===== config.mk =====
export PLATFORM = sky130hd
export DESIGN_NAME = seq_pattern_gen_flat
export DESIGN_NICKNAME = d
export VERILOG_FILES = /design/src/rtl/seq_pattern_gen_if.sv /design/src/rtl/seq_pattern_gen.sv /design/src/flat_wrapper.sv
export SDC_FILE = /design/constraint.sdc
export NUM_CORES = 1
export LEC_CHECK = 0
export BUFFER_PORTS_ARGS = -buffer_cell sky130_fd_sc_hd__buf_2
export CAP_MARGIN = 20
export CORE_MARGIN = 4
export CORE_UTILIZATION = 35
export DETAILED_ROUTE_END_ITERATION = 10
export PLACE_DENSITY_LB_ADDON = 0.12
export SLEW_MARGIN = 15
export SYNTH_ARGS = -nofsm -noshare
export SYNTH_HDL_FRONTEND = slang
export SYNTH_SLANG_ARGS = --single-unit

===== constraint.sdc =====
create_clock -name clk -period 3 [get_ports clk]
set_input_delay 0.75 -clock clk [delete_from_list [all_inputs] [get_ports clk]]
set_output_delay 0.75 -clock clk [all_outputs]
set_load 0.01 [all_outputs]

===== src/rtl/seq_pattern_gen_if.sv =====
// Request handshake and serial-stream bundle between a pattern source and seq_pattern_gen.
interface seq_pattern_gen_if #(
  parameter int CNT_W = 8
);
  logic             req_valid;
  logic             req_sel;
  logic             req_ready;
  logic             sdata;
  logic             last;
  logic             busy;
  logic [CNT_W-1:0] pat_cnt;

  modport master (
    output req_valid, req_sel,
    input  req_ready, sdata, last, busy, pat_cnt
  );

  modport slave (
    input  req_valid, req_sel,
    output req_ready, sdata, last, busy, pat_cnt
  );
endinterface


===== src/rtl/seq_pattern_gen.sv =====
// Serial "110"/"11110" pattern transmitter: accepts one request at a time, shifts the
// pattern out MSB first with a last marker, then forces a zero gap before accepting again.
module seq_pattern_gen #(
  parameter int GAP_BITS = 2,
  parameter int CNT_W    = 8
) (
  input  logic               clk,
  input  logic               rst,
  seq_pattern_gen_if.slave   bus
);

  typedef enum logic [1:0] {
    ST_IDLE  = 2'd0,
    ST_SHIFT = 2'd1,
    ST_GAP   = 2'd2
  } state_t;

  localparam logic [4:0] PAT_SHORT = 5'b11000;
  localparam logic [4:0] PAT_LONG  = 5'b11110;
  localparam bit         HAS_GAP   = (GAP_BITS > 0);
  localparam logic [3:0] GAP_LOAD  = HAS_GAP ? 4'(GAP_BITS - 1) : 4'd0;

  state_t           r_state;
  state_t           w_state_nxt;
  logic [4:0]       r_shift;
  logic [4:0]       w_shift_nxt;
  logic [3:0]       r_cnt;
  logic [3:0]       w_cnt_nxt;
  logic [CNT_W-1:0] r_pat_cnt;
  logic [CNT_W-1:0] w_pat_cnt_nxt;
  logic             r_sdata;
  logic             r_last;
  logic             r_busy;
  logic             w_ready;
  logic             w_accept;

  assign w_ready  = (r_state == ST_IDLE) && !rst;
  assign w_accept = w_ready && bus.req_valid;

  // r_cnt counts remaining pattern bits in SHIFT and remaining zero bits in GAP
  always_comb begin
    w_state_nxt   = r_state;
    w_shift_nxt   = r_shift;
    w_cnt_nxt     = r_cnt;
    w_pat_cnt_nxt = r_pat_cnt;
    case (r_state)
      ST_IDLE: begin
        if (w_accept) begin
          w_state_nxt = ST_SHIFT;
          w_shift_nxt = bus.req_sel ? PAT_LONG : PAT_SHORT;
          w_cnt_nxt   = bus.req_sel ? 4'd4 : 4'd2;
        end else begin
          w_state_nxt = ST_IDLE;
        end
      end
      ST_SHIFT: begin
        if (r_cnt == 4'd0) begin
          w_pat_cnt_nxt = r_pat_cnt + CNT_W'(1);
          w_shift_nxt   = 5'd0;
          w_cnt_nxt     = GAP_LOAD;
          w_state_nxt   = HAS_GAP ? ST_GAP : ST_IDLE;
        end else begin
          w_shift_nxt = {r_shift[3:0], 1'b0};
          w_cnt_nxt   = r_cnt - 4'd1;
        end
      end
      ST_GAP: begin
        if (r_cnt == 4'd0) begin
          w_state_nxt = ST_IDLE;
        end else begin
          w_cnt_nxt = r_cnt - 4'd1;
        end
      end
      default: begin
        w_state_nxt = ST_IDLE;
        w_shift_nxt = 5'd0;
        w_cnt_nxt   = 4'd0;
      end
    endcase
  end

  // Outputs are registered from the next-state view so the first bit follows the handshake edge
  always_ff @(posedge clk) begin
    if (rst) begin
      r_state   <= ST_IDLE;
      r_shift   <= 5'd0;
      r_cnt     <= 4'd0;
      r_pat_cnt <= '0;
      r_sdata   <= 1'b0;
      r_last    <= 1'b0;
      r_busy    <= 1'b0;
    end else begin
      r_state   <= w_state_nxt;
      r_shift   <= w_shift_nxt;
      r_cnt     <= w_cnt_nxt;
      r_pat_cnt <= w_pat_cnt_nxt;
      r_sdata   <= (w_state_nxt == ST_SHIFT) && w_shift_nxt[4];
      r_last    <= (w_state_nxt == ST_SHIFT) && (w_cnt_nxt == 4'd0);
      r_busy    <= (w_state_nxt != ST_IDLE);
    end
  end

  assign bus.req_ready = w_ready;
  assign bus.sdata     = r_sdata;
  assign bus.last      = r_last;
  assign bus.busy      = r_busy;
  assign bus.pat_cnt   = r_pat_cnt;

endmodule


===== src/flat_wrapper.sv =====
// flat-port wrapper written by rule: the top's interface ports become plain ports
module seq_pattern_gen_flat 
#(
  parameter int GAP_BITS = 2,
  parameter int CNT_W    = 8
)
  (clk, rst, bus_req_valid, bus_req_sel, bus_req_ready, bus_sdata, bus_last, bus_busy, bus_pat_cnt);
  seq_pattern_gen_if #(.CNT_W(CNT_W)) bus_i ();
  input  logic clk;
  input  logic rst;
  input wire logic [$bits(bus_i.req_valid)-1:0] bus_req_valid;
  input wire logic [$bits(bus_i.req_sel)-1:0] bus_req_sel;
  output wire logic [$bits(bus_i.req_ready)-1:0] bus_req_ready;
  output wire logic [$bits(bus_i.sdata)-1:0] bus_sdata;
  output wire logic [$bits(bus_i.last)-1:0] bus_last;
  output wire logic [$bits(bus_i.busy)-1:0] bus_busy;
  output wire logic [$bits(bus_i.pat_cnt)-1:0] bus_pat_cnt;
  assign bus_i.req_valid = bus_req_valid;
  assign bus_i.req_sel = bus_req_sel;
  assign bus_req_ready = bus_i.req_ready;
  assign bus_sdata = bus_i.sdata;
  assign bus_last = bus_i.last;
  assign bus_busy = bus_i.busy;
  assign bus_pat_cnt = bus_i.pat_cnt;
  seq_pattern_gen #(.GAP_BITS(GAP_BITS), .CNT_W(CNT_W)) u_core (.clk(clk), .rst(rst), .bus(bus_i));
endmodule

==> results.tsv, run 1 <==
metric	value	unit
status	complete, no violations	
FFs w/ async S/R, synth	0	%
Synth Instances	118	
number of diodes	0	
core area	2829	µm²
worst rel slew slack	53.10	%
Synth Area in Compound Gates	16.31	%
YS warnings	0	
Worst-Margin Slew	0.7026	ns
Slew Viols, Final	0	
crit-path max FO	8	
worst path required time	3.25	ns
Placer Congestion	0.7977	
vias	887	
initial antenna violation count	0	
Hold Crit Class	flop to flop	
Tmin final	2.348	ns
CTS Hold Bufs	0	
clock root buffer	clkbuf_4	
first-pass GRT wire length	4064	µm
gr usage total	12.51	%
Die Span Y	63.19	µm
post-CTS setup buffers	0	
Setup CP Type	flop to flop	
IO Pins	16	
layout cells sized above 1	21.37	%
arrival time at the worst endpoint	2.59	ns
Peak VDD IR	0.0003362	V
final hold vios	0	
Worst Setup Slack, final	0.6519	ns
crit end category	flop	
Yosys cell types	39	
Cell Area, Synth	1066	µm²
commonest cells after routing, fill and taps aside	20 x dfxtp_1, 18 x nor2_1, 15 x buf_2, 7 x nor3_1, 6 x nand2_1	
post-synthesis adder-cell area fraction	3.521	%
largest family of logic cells by synthesized area	simple AND/OR/NAND/NOR gates	
Mapped Avg Cell Area	9.034	µm²
Crit-path slowest cell	nor3b_4	
vias per cell	5.475	
Peak Freq	425.9	MHz
worst path cell trace	inv_1 > ha_1 > nor3b_4 > inv_4 > ha_1 > and2_1 > a31oi_1 > o221a_2 > and4_1	
RSZ-0062 raised after global routing	false	
clk sinks	20	
buffers added on ports	15	
Buf/Inv on CP	2	
Clock Tree Buf Depth	2	
reg2reg setup slack	0.65	ns
Num CTS Buffers	3	
worst-skew pair later-pin latency	0.30	ns
Startpoint Class	flop	
Seq/Total Area, Yosys	37.56	%
# resized after CTS	0	
Detailed Routing Iterations Pass 1	4	
Worst-path clk slew	0.12	ns
Synth Flop Type	dfxtp_1	
MaxCap Viol Count	0	
post-route ant nets	0	
vias in the first global route	855	
largest net degree at the start of global routing	20	
Setup-failing EPs final	0	
number of synthesized flops with an enable pin	0	
fin nets	139	
pre-CTS WS	0.6930	ns
Overflow after GRT	0	
die area	3993	µm²
Lkg Pwr	0.0004550	µW
period utilization	78.27	%
commonest non-fill, non-tap cell in the layout	dfxtp_1	
area delta synth->final	11.62	%
Cell Rows	19	
Synth Area in XOR/XNOR	4.108	%
H-tree depth	1	
Synth Area in Simple Gates	30.16	%
Crit path top cell by count	ha_1	
Die W	63.19	µm
DR DRC count	0	
syn nets	125	
flops & latches, synth	20	
Initial Util	37.68	%
Top Family by Delay on Critical Path	simple AND/OR/NAND/NOR gates	
worst clock skew	0.006866	ns
setup tns final	0	ns
total routed wirelength	2188	µm
routed len/inst	13.51	µm
CTS tree	built	
mux contribution to synthesized area	3.873	%
detailed router's first-iteration violation count	28	
CP peak stage delay	0.48	ns
DP HPWL	1594	µm
PD cells	621.4	nW/µm²
-- registers in the layout, summed over array words and instances (netlist names) --
signal,flops
u_core.bus.busy,1
u_core.bus.last,1
u_core.bus.pat_cnt,8
u_core.bus.sdata,1
u_core.r_cnt,4
u_core.r_shift,3
u_core.r_state,2
-- layout make-up --
class / count / area (µm²)
Inverter: 5 / 21.27
Multi-Input combinational cell: 87 / 618.1
Timing Repair Buffer: 15 / 75.07
Sequential cell: 20 / 400.4
Tap cell: 31 / 38.79
Clock buffer: 4 / 36.28
Fill cell: 285 / 1639
-- path summary, 6_finish.rpt --
kind / startpoint / end / depth (start not counted)
max: u_core.r_cnt[0]$_SDFF_PP0_ / u_core.bus.last$_SDFF_PP0_ / 9
min reg2reg: u_core.bus.pat_cnt[1]$_SDFFE_PP0P_ / u_core.bus.pat_cnt[1]$_SDFFE_PP0P_ / 2
max reg2reg: u_core.r_cnt[0]$_SDFF_PP0_ / u_core.bus.last$_SDFF_PP0_ / 9
min: u_core.bus.pat_cnt[1]$_SDFFE_PP0P_ / u_core.bus.pat_cnt[1]$_SDFFE_PP0P_ / 2
-- worst register-to-register path: stages, from the launching register on --
cell and delay [ns]:
dfxtp_1 0.36, inv_1 0.07, ha_1 0.21, nor3b_4 0.48, inv_4 0.14, ha_1 0.29, and2_1 0.16, a31oi_1 0.18
o221a_2 0.21, and4_1 0.19
-- synth_stat cells, types with 2 or more instances --
cell | number | area share (%)
a2bb2oi_1 | 2 | 1.6
a21oi_1 | 5 | 2.3
clkbuf_1 | 3 | 1.1
inv_1 | 4 | 1.4
nand2b_1 | 3 | 1.8
dfxtp_1 | 20 | 38
nand4_1 | 2 | 1.2
xnor2_1 | 4 | 3.3
nand3_1 | 4 | 1.9
nor2b_1 | 4 | 2.3
o21ai_0 | 2 | 0.94
nor3_1 | 7 | 3.3
nor2_1 | 18 | 6.3
buf_2 | 3 | 1.4
ha_1 | 3 | 3.5
a31oi_1 | 2 | 1.2
nand2_1 | 6 | 2.1
mux2i_1 | 3 | 2.8
a2111oi_4 | 2 | 5.2
or3_1 | 2 | 1.2
-- metal layers --
metal,track usage [%],routed length (µm),up-vias
met5,0,0,-
met4,3.235,18,0
met3,4.440,90,2
met2,21.34,1061,13
met1,14.88,1019,426
li1,-,-,446
-- cell families (layout without fill, tap and decap cells) --
| logic type | count (synthesis) | count (layout) |
|---|---|---|
| AOI/OAI and AO/OA | 19 | 19 |
| and+or+nand+nor | 56 | 56 |
| adders and majority gates | 3 | 3 |
| buffers and inverters | 11 | 24 |
| muxes | 4 | 4 |
| DFF | 20 | 20 |
| xor gates and xnor gates | 5 | 5 |
-- metrics by stage --
stage / total power, µW / area (µm²) / util (%) / instances / hold slack, ns
floorplan: 536.8 / 1066 / - / 118 / 0.4552
global placement: 588.6 / 1154 / 40.78 / 158 / 0.4789
detailed placement: 588.7 / 1154 / 40.78 / 158 / 0.4748
CTS: 752.7 / 1190 / 42.06 / 162 / 0.5083
global route: 801.8 / 1190 / 42.06 / 162 / 0.5251
finish: 739.5 / 1190 / 42.06 / 162 / 0.5036
-- power breakdown --
group	total [µW]	internal [µW]	leakage, µW	switching, µW
Clock	158	74.0	0.0000210	84.2
Sequential	336	295	0.000163	41.6
Combinational	245	105	0.000271	140
Total	739	474	0.000455	266
No activity file was read; power rests on OpenSTA's default activity.
==> inputs of run 2 (changes only) <==
--- a/config.mk
+++ b/config.mk
@@ -5,6 +5,7 @@
 export SDC_FILE = /design/constraint.sdc
 export NUM_CORES = 1
 export LEC_CHECK = 0
+export ABC_AREA = 1
 export BUFFER_PORTS_ARGS = -buffer_cell sky130_fd_sc_hd__buf_2
 export CAP_MARGIN = 20
 export CORE_MARGIN = 4
==> constraint.sdc (replaced) <==
create_clock -name clk -period 1.92 [get_ports clk]
set_input_delay 0.48 -clock clk [delete_from_list [all_inputs] [get_ports clk]]
set_output_delay 0.48 -clock clk [all_outputs]
set_load 0.01 [all_outputs]
==> results.tsv, run 2 <==
metric	value	unit	change
Logic pwr share	21.0	%	-12 points
Tmin final	1.650	ns	-0.6977 ns
largest net degree at the start of global routing	13		-35%
Initial Util	37.47	%	-0.22 points
final-layout fill cell count	303		+6.3%
Crit-path slowest cell	dfxtp_1		
area delta synth->final	13.81	%	
MaxCap Viol Count	0		unchanged
FFs w/ async S/R, synth	0	%	unchanged
Slew Viols, Final	0		unchanged
DR DRC count	0		unchanged
total routed wirelength	2253	µm	+3.0%
CP peak stage delay	0.38	ns	-0.10 ns
die area	3944	µm²	-1.2%
placed instance area	1169	µm²	+1.3%
Seq pwr share	54.5	%	+9.0 points
Overflow after GRT	0		unchanged
gr usage total	11.97	%	-0.54 points
Synth Instances	149		+26%
dpl cells	195		+23%
worst path cell trace	inv_1 > ha_1 > nand2_2 > ha_1 > nand3_1 > o21ai_0 > inv_1 > nand2_1 > nor2_1 > nand2_1 > nor2_1		
detailed router's first-iteration violation count	44		+57%
Peak Freq	605.9	MHz	+42%
status	complete, no violations		
number of diodes	0		unchanged
routed len/inst	11.32	µm	-16%
Sw Pwr	273.6	µW	+2.9%
fin cells	199		+23%
worst path required time	2.17	ns	-1.08 ns
Seq/Total Area, Yosys	40.00	%	+2.4 points
reg2reg setup slack	0.27	ns	-0.38 ns
clk sinks	21		+5.0%
Num CTS Buffers	3		unchanged
fraction of power spent switching nets	31.26	%	-4.7 points
most frequent cells after synthesis	42 x nand2_1, 21 x dfxtp_1, 17 x inv_1		
Lkg Pwr	0.0005648	µW	+24%
layout cells sized above 1	21.43	%	+0.055 points
H-tree depth	1		unchanged
PD cells	731.7	nW/µm²	+18%
flops & latches, synth	21		+5.0%
Peak VDD IR	0.0004791	V	+43%
top-count cell post-synth	nand2_1		
arrival time at the worst endpoint	1.90	ns	-0.69 ns
first-pass GRT wire length	3767	µm	-7.3%
clock root buffer	clkbuf_4		
Worst-path clk slew	0.12	ns	about the same
Detailed Routing Iterations Pass 1	5		+1
period utilization	85.96	%	+7.7 points
Final Cell Area	1196	µm²	+0.53%
area leader, netlist	dfxtp_1		
CTS Hold Bufs	0		unchanged
Yosys cell types	24		-38%
vias	962		+8.5%
Cell Rows	19		unchanged
Placer Congestion	0.8198		+2.8%
CTS tree	built		
final hold vios	0		unchanged
post-synth top area share	40.00	%	+2.4 points
fin nets	176		+27%
Pint	601.6	µW	+27%
crit end category	flop		
post-route ant nets	0		unchanged
commonest non-fill, non-tap cell in the layout	nand2_1		
worst-skew pair later-pin latency	0.31	ns	about the same
worst r2r path cells	11		+2
Hold Slack	0.4331	ns	-0.07042 ns
worst r2r dst	u_core.bus.last$_SDFF_PP0_		
Mapped Avg Cell Area	7.054	µm²	-22%
Startpoint Class	flop		
worst rel slew slack	81.42	%	+28 points
YS warnings	0		unchanged
vias per cell	4.834		-12%
worst clock skew	0.005847	ns	-0.001019 ns
setup tns final	0	ns	unchanged
Cell Area, Synth	1051	µm²	-1.4%
endpoint of the worst hold path	u_core.bus.pat_cnt[7]$_SDFFE_PP0P_		
max FFs per register	8		unchanged
worst hold path startpoint	rst		
number of synthesized flops with an enable pin	0		unchanged
post-CTS setup buffers	0		unchanged
Die W	62.80	µm	-0.62%
Clk pwr share	24.5	%	+3.1 points
Clock Tree Buf Depth	2		unchanged
commonest cells after routing, fill and taps aside	42 x nand2_1, 21 x dfxtp_1, 17 x inv_1, 15 x nor2_1, 15 x buf_2		
Setup CP Type	flop to flop		
IO Pins	16		unchanged
reg2reg start	u_core.r_cnt[0]$_SDFF_PP0_		
initial antenna violation count	0		unchanged
RSZ-0062 raised after global routing	false		
buffers added on ports	15		unchanged
Hold Crit Class	input port to flop		
Buf/Inv on CP	2		unchanged
Setup-failing EPs final	0		unchanged
Die Span Y	62.80	µm	-0.62%
# resized after CTS	0		unchanged
crit-path max FO	5		-3
Synth Flop Type	dfxtp_1		
DP HPWL	1775	µm	+11%
vias in the first global route	891		+4.2%
syn nets	156		+25%
Worst-Margin Slew	0.2777	ns	-0.4248 ns
Area contributors post-synth	dfxtp_1 40%, nand2_1 15%, inv_1 6.1%		
core area	2805	µm²	-0.84%
Top Family by Delay on Critical Path	adder cells		
hold depth	2		unchanged
run 2: changes by cell type in the layout (fill, tap and decap cells not counted), moves of 4 or more:
cell | previous run | this run
nand2_1 | 6 | 42
inv_2 | 0 | 4
nand3_1 | 4 | 9
a21oi_1 | 5 | 9
o21ai_0 | 2 | 8
nor3_1 | 7 | 0
xnor2_1 | 4 | 0
inv_1 | 4 | 17
nor2b_1 | 4 | 0
run 2: how the worst max path moves through the flow:
| stage | start | to | slack (ns) | cells after the start |
|---|---|---|---|---|
| final | u_core.r_cnt[0]$_SDFF_PP0_ | u_core.bus.last$_SDFF_PP0_ | 0.27 | 11 |
| after global routing | u_core.r_cnt[1]$_SDFF_PP0_ | u_core.bus.last$_SDFF_PP0_ | 0.09 | 11 |
| after CTS | u_core.r_state[1]$_SDFF_PP0_ | bus_req_ready | 0.27 | 4 |
| after detailed placement | u_core.r_cnt[0]$_SDFF_PP0_ | u_core.bus.last$_SDFF_PP0_ | 0.31 | 11 |
| after global placement | u_core.r_cnt[0]$_SDFF_PP0_ | u_core.bus.last$_SDFF_PP0_ | 0.37 | 11 |
| after floorplan | u_core.r_cnt[0]$_SDFF_PP0_ | u_core.bus.last$_SDFF_PP0_ | 0.44 | 11 |
run 2: kinds of logic (layout without fill, tap and decap cells):
| logic type | Yosys count | count (layout) | synth area share, % |
|---|---|---|---|
| buffers and inverters | 23 | 42 | 8.213 |
| and+or+nand+nor | 80 | 80 | 36.78 |
| AOI/OAI and AO/OA | 21 | 21 | 10.59 |
| xor gates and xnor gates | 1 | 1 | 0.8335 |
| DFF | 21 | 21 | 40.00 |
| adders and majority gates | 3 | 3 | 3.572 |
run 2: layer usage:
metal | vias to the layer above | track usage [%] | part of all wire, %
li1 | 513 | - | -
met1 | 424 | 14.75 | 49
met2 | 23 | 19.97 | 46
met3 | 2 | 3.777 | 4.0
met4 | 0 | 3.306 | 1.0
met5 | - | 0 | 0
run 2: power by group through the flow:
stage                     clock, µW  sequential [µW]  combinational, µW
final                           214              477                183
after global routing            248              481                214
after CTS                       233              478                186
after detailed placement          0              487                185
after global placement            0              486                182
after floorplan                   0              489                134
run 2: area by class of cell:
type | count | area [µm²] | area share (%)
Timing Repair Buffer | 16 | 82.58 | 6.904
Clock inverter | 1 | 5.005 | 0.4184
Tap cell | 31 | 38.79 | 3.243
Inverter | 22 | 82.58 | 6.904
Sequential cell | 21 | 420.4 | 35.15
Clock buffer | 3 | 22.52 | 1.883
Multi-Input combinational cell | 105 | 544.3 | 45.50
run 2: stage by stage:
step,util [%],power (µW),setup WS (ns)
after detailed placement,41.66,672.3,0.3106
after global placement,41.66,668.4,0.3678
after floorplan,-,622.9,0.4404
final,42.64,875.3,0.2696
after global routing,42.64,941.9,0.08559
after CTS,42.64,896.3,0.2654
==> inputs of run 3 (changes only) <==
--- a/config.mk
+++ b/config.mk
@@ -9,7 +9,7 @@
 export BUFFER_PORTS_ARGS = -buffer_cell sky130_fd_sc_hd__buf_2
 export CAP_MARGIN = 20
 export CORE_MARGIN = 4
-export CORE_UTILIZATION = 35
+export CORE_UTILIZATION = 49
 export DETAILED_ROUTE_END_ITERATION = 10
 export PLACE_DENSITY_LB_ADDON = 0.12
 export SLEW_MARGIN = 15
==> results.tsv, run 3 (synthesized netlist as in run 2, its figures left out) <==
metric	value	unit	change
Die Span Y	54.32	µm	-14%
detailed router's first-iteration violation count	16		-64%
Slew Viols, Final	0		unchanged
buffers added on ports	15		unchanged
Worst-path clk slew	0.12	ns	about the same
DR DRC count	0		unchanged
reg2reg setup slack	0.28	ns	about the same
Clock Tree Buf Depth	2		unchanged
gr usage total	17.87	%	+5.9 points
# resized after CTS	0		unchanged
worst-skew pair later-pin latency	0.31	ns	about the same
commonest non-fill, non-tap cell in the layout	nand2_1		
commonest cells after routing, fill and taps aside	42 x nand2_1, 21 x dfxtp_1, 17 x inv_1, 15 x nor2_1, 15 x buf_2		
Die W	54.32	µm	-14%
post-route ant nets	0		unchanged
period utilization	85.40	%	-0.56 points
Cell Rows	16		-3
clock root buffer	clkbuf_4		
PD cells	738.9	nW/µm²	+0.97%
Setup-failing EPs final	0		unchanged
Setup CP Type	flop to flop		
first-pass GRT wire length	3801	µm	+0.90%
Overflow after GRT	0		unchanged
number of diodes	0		unchanged
area delta synth->final	12.50	%	
setup tns final	0	ns	unchanged
vias in the first global route	874		-1.9%
worst clock skew	0.008421	ns	+0.002574 ns
Peak Freq	609.9	MHz	+0.65%
vias	943		-2.0%
clk sinks	21		unchanged
Peak VDD IR	0.0005212	V	+8.8%
Startpoint Class	flop		
Lkg Pwr	0.0005573	µW	-1.3%
H-tree depth	1		unchanged
Tmin final	1.640	ns	-0.01068 ns
initial antenna violation count	0		unchanged
worst path cell trace	inv_1 > ha_1 > nand2_2 > ha_1 > nand3_1 > o21ai_0 > inv_1 > nand2_1 > nor2_1 > nand2_1 > nor2_1		
Placer Congestion	0.8537		+4.1%
Detailed Routing Iterations Pass 1	5		unchanged
die area	2950	µm²	-25%
final hold vios	0		unchanged
Hold Crit Class	flop to flop		
final-layout fill cell count	200		-34%
fin nets	175		-0.57%
IO Pins	16		unchanged
total chip power	873.6	µW	-0.19%
post-CTS setup buffers	0		unchanged
DP HPWL	1593	µm	-10%
multi-input logic area	544.3	µm²	unchanged
worst rel slew slack	80.09	%	-1.3 points
Num CTS Buffers	3		unchanged
largest net degree at the start of global routing	14		+1
MaxCap Viol Count	0		unchanged
layout cells sized above 1	20.36	%	-1.1 points
Crit-path slowest cell	dfxtp_1		
CTS tree	built		
Worst-Margin Slew	0.2982	ns	+0.02047 ns
status	complete, no violations		
arrival time at the worst endpoint	1.90	ns	about the same
routed len/inst	10.80	µm	-4.6%
crit-path max FO	5		unchanged
vias per cell	4.861		+0.55%
register area	420.4	µm²	unchanged
worst path required time	2.18	ns	about the same
CTS Hold Bufs	0		unchanged
crit end category	flop		
Initial Util	52.50	%	+15 points
core area	2002	µm²	-29%
max FFs per register	8		unchanged
CP peak stage delay	0.38	ns	about the same
RSZ-0062 raised after global routing	false		
total routed wirelength	2095	µm	-7.0%
==> run 3: cell types whose count changed in the layout (fill, tap and decap cells not counted) <==
cell	delta
buf_4	-1
clkbuf_1	+1
clkinv_2	-1
==> run 3: worst max-delay path: cells and delay by family, from the launching register on <==
| kind | cells | cell delay (ns) |
|---|---|---|
| compound gates | 1 | 0.08 |
| simple gates | 6 | 0.50 |
| flops | 1 | 0.38 |
| fa+ha+maj | 2 | 0.49 |
| buf+inv | 2 | 0.15 |
==> run 3: area by class of cell <==
cell class / instances / area share [%]
multi-input combinational: 105 / 46.03
sequential: 21 / 35.56
inverter: 22 / 6.984
timing repair buffer: 15 / 6.349
tap: 27 / 2.857
clock buffer: 4 / 2.222
==> run 3: per-stage QoR <==
step           hold slack, ns  cells  setup WS (ns)  area [µm²]  util [%]
2_1_floorplan          0.4397    149         0.4404        1051         -
3_3_place_gp           0.4518    190         0.3672        1156     57.75
3_5_place_dp           0.4554    190         0.3000        1156     57.75
4_1_cts                0.4725    194         0.2643        1182     59.06
5_1_grt                0.5147    194         0.1014        1182     59.06
6_report               0.4694    194         0.2803        1182     59.06
==> run 3: path summary, 6_finish.rpt <==
path / depth (start not counted) / start / end
setup / recovery: 11 / u_core.r_cnt[0]$_SDFF_PP0_ / u_core.bus.last$_SDFF_PP0_
hold / removal: 2 / u_core.r_shift[1]$_SDFFE_PP0P_ / u_core.r_shift[1]$_SDFFE_PP0P_
setup reg to reg: 11 / u_core.r_cnt[0]$_SDFF_PP0_ / u_core.bus.last$_SDFF_PP0_
hold reg to reg: 2 / u_core.r_shift[1]$_SDFFE_PP0P_ / u_core.r_shift[1]$_SDFFE_PP0P_
==> run 3: metal layers <==
metal  share of wire, %  global-route usage [%]
met1                 51                   25.12
met2                 44                   25.90
met3                3.2                   2.452
met4                2.3                   9.959
met5                  0                       0
==> run 3: power by group <==
| group | switching [µW] | internal (µW) | total [µW] |
|---|---|---|---|
| Sequential | 18.4 | 460 | 478 |
| Combinational | 117 | 63.0 | 180 |
| Clock | 134 | 81.2 | 216 |
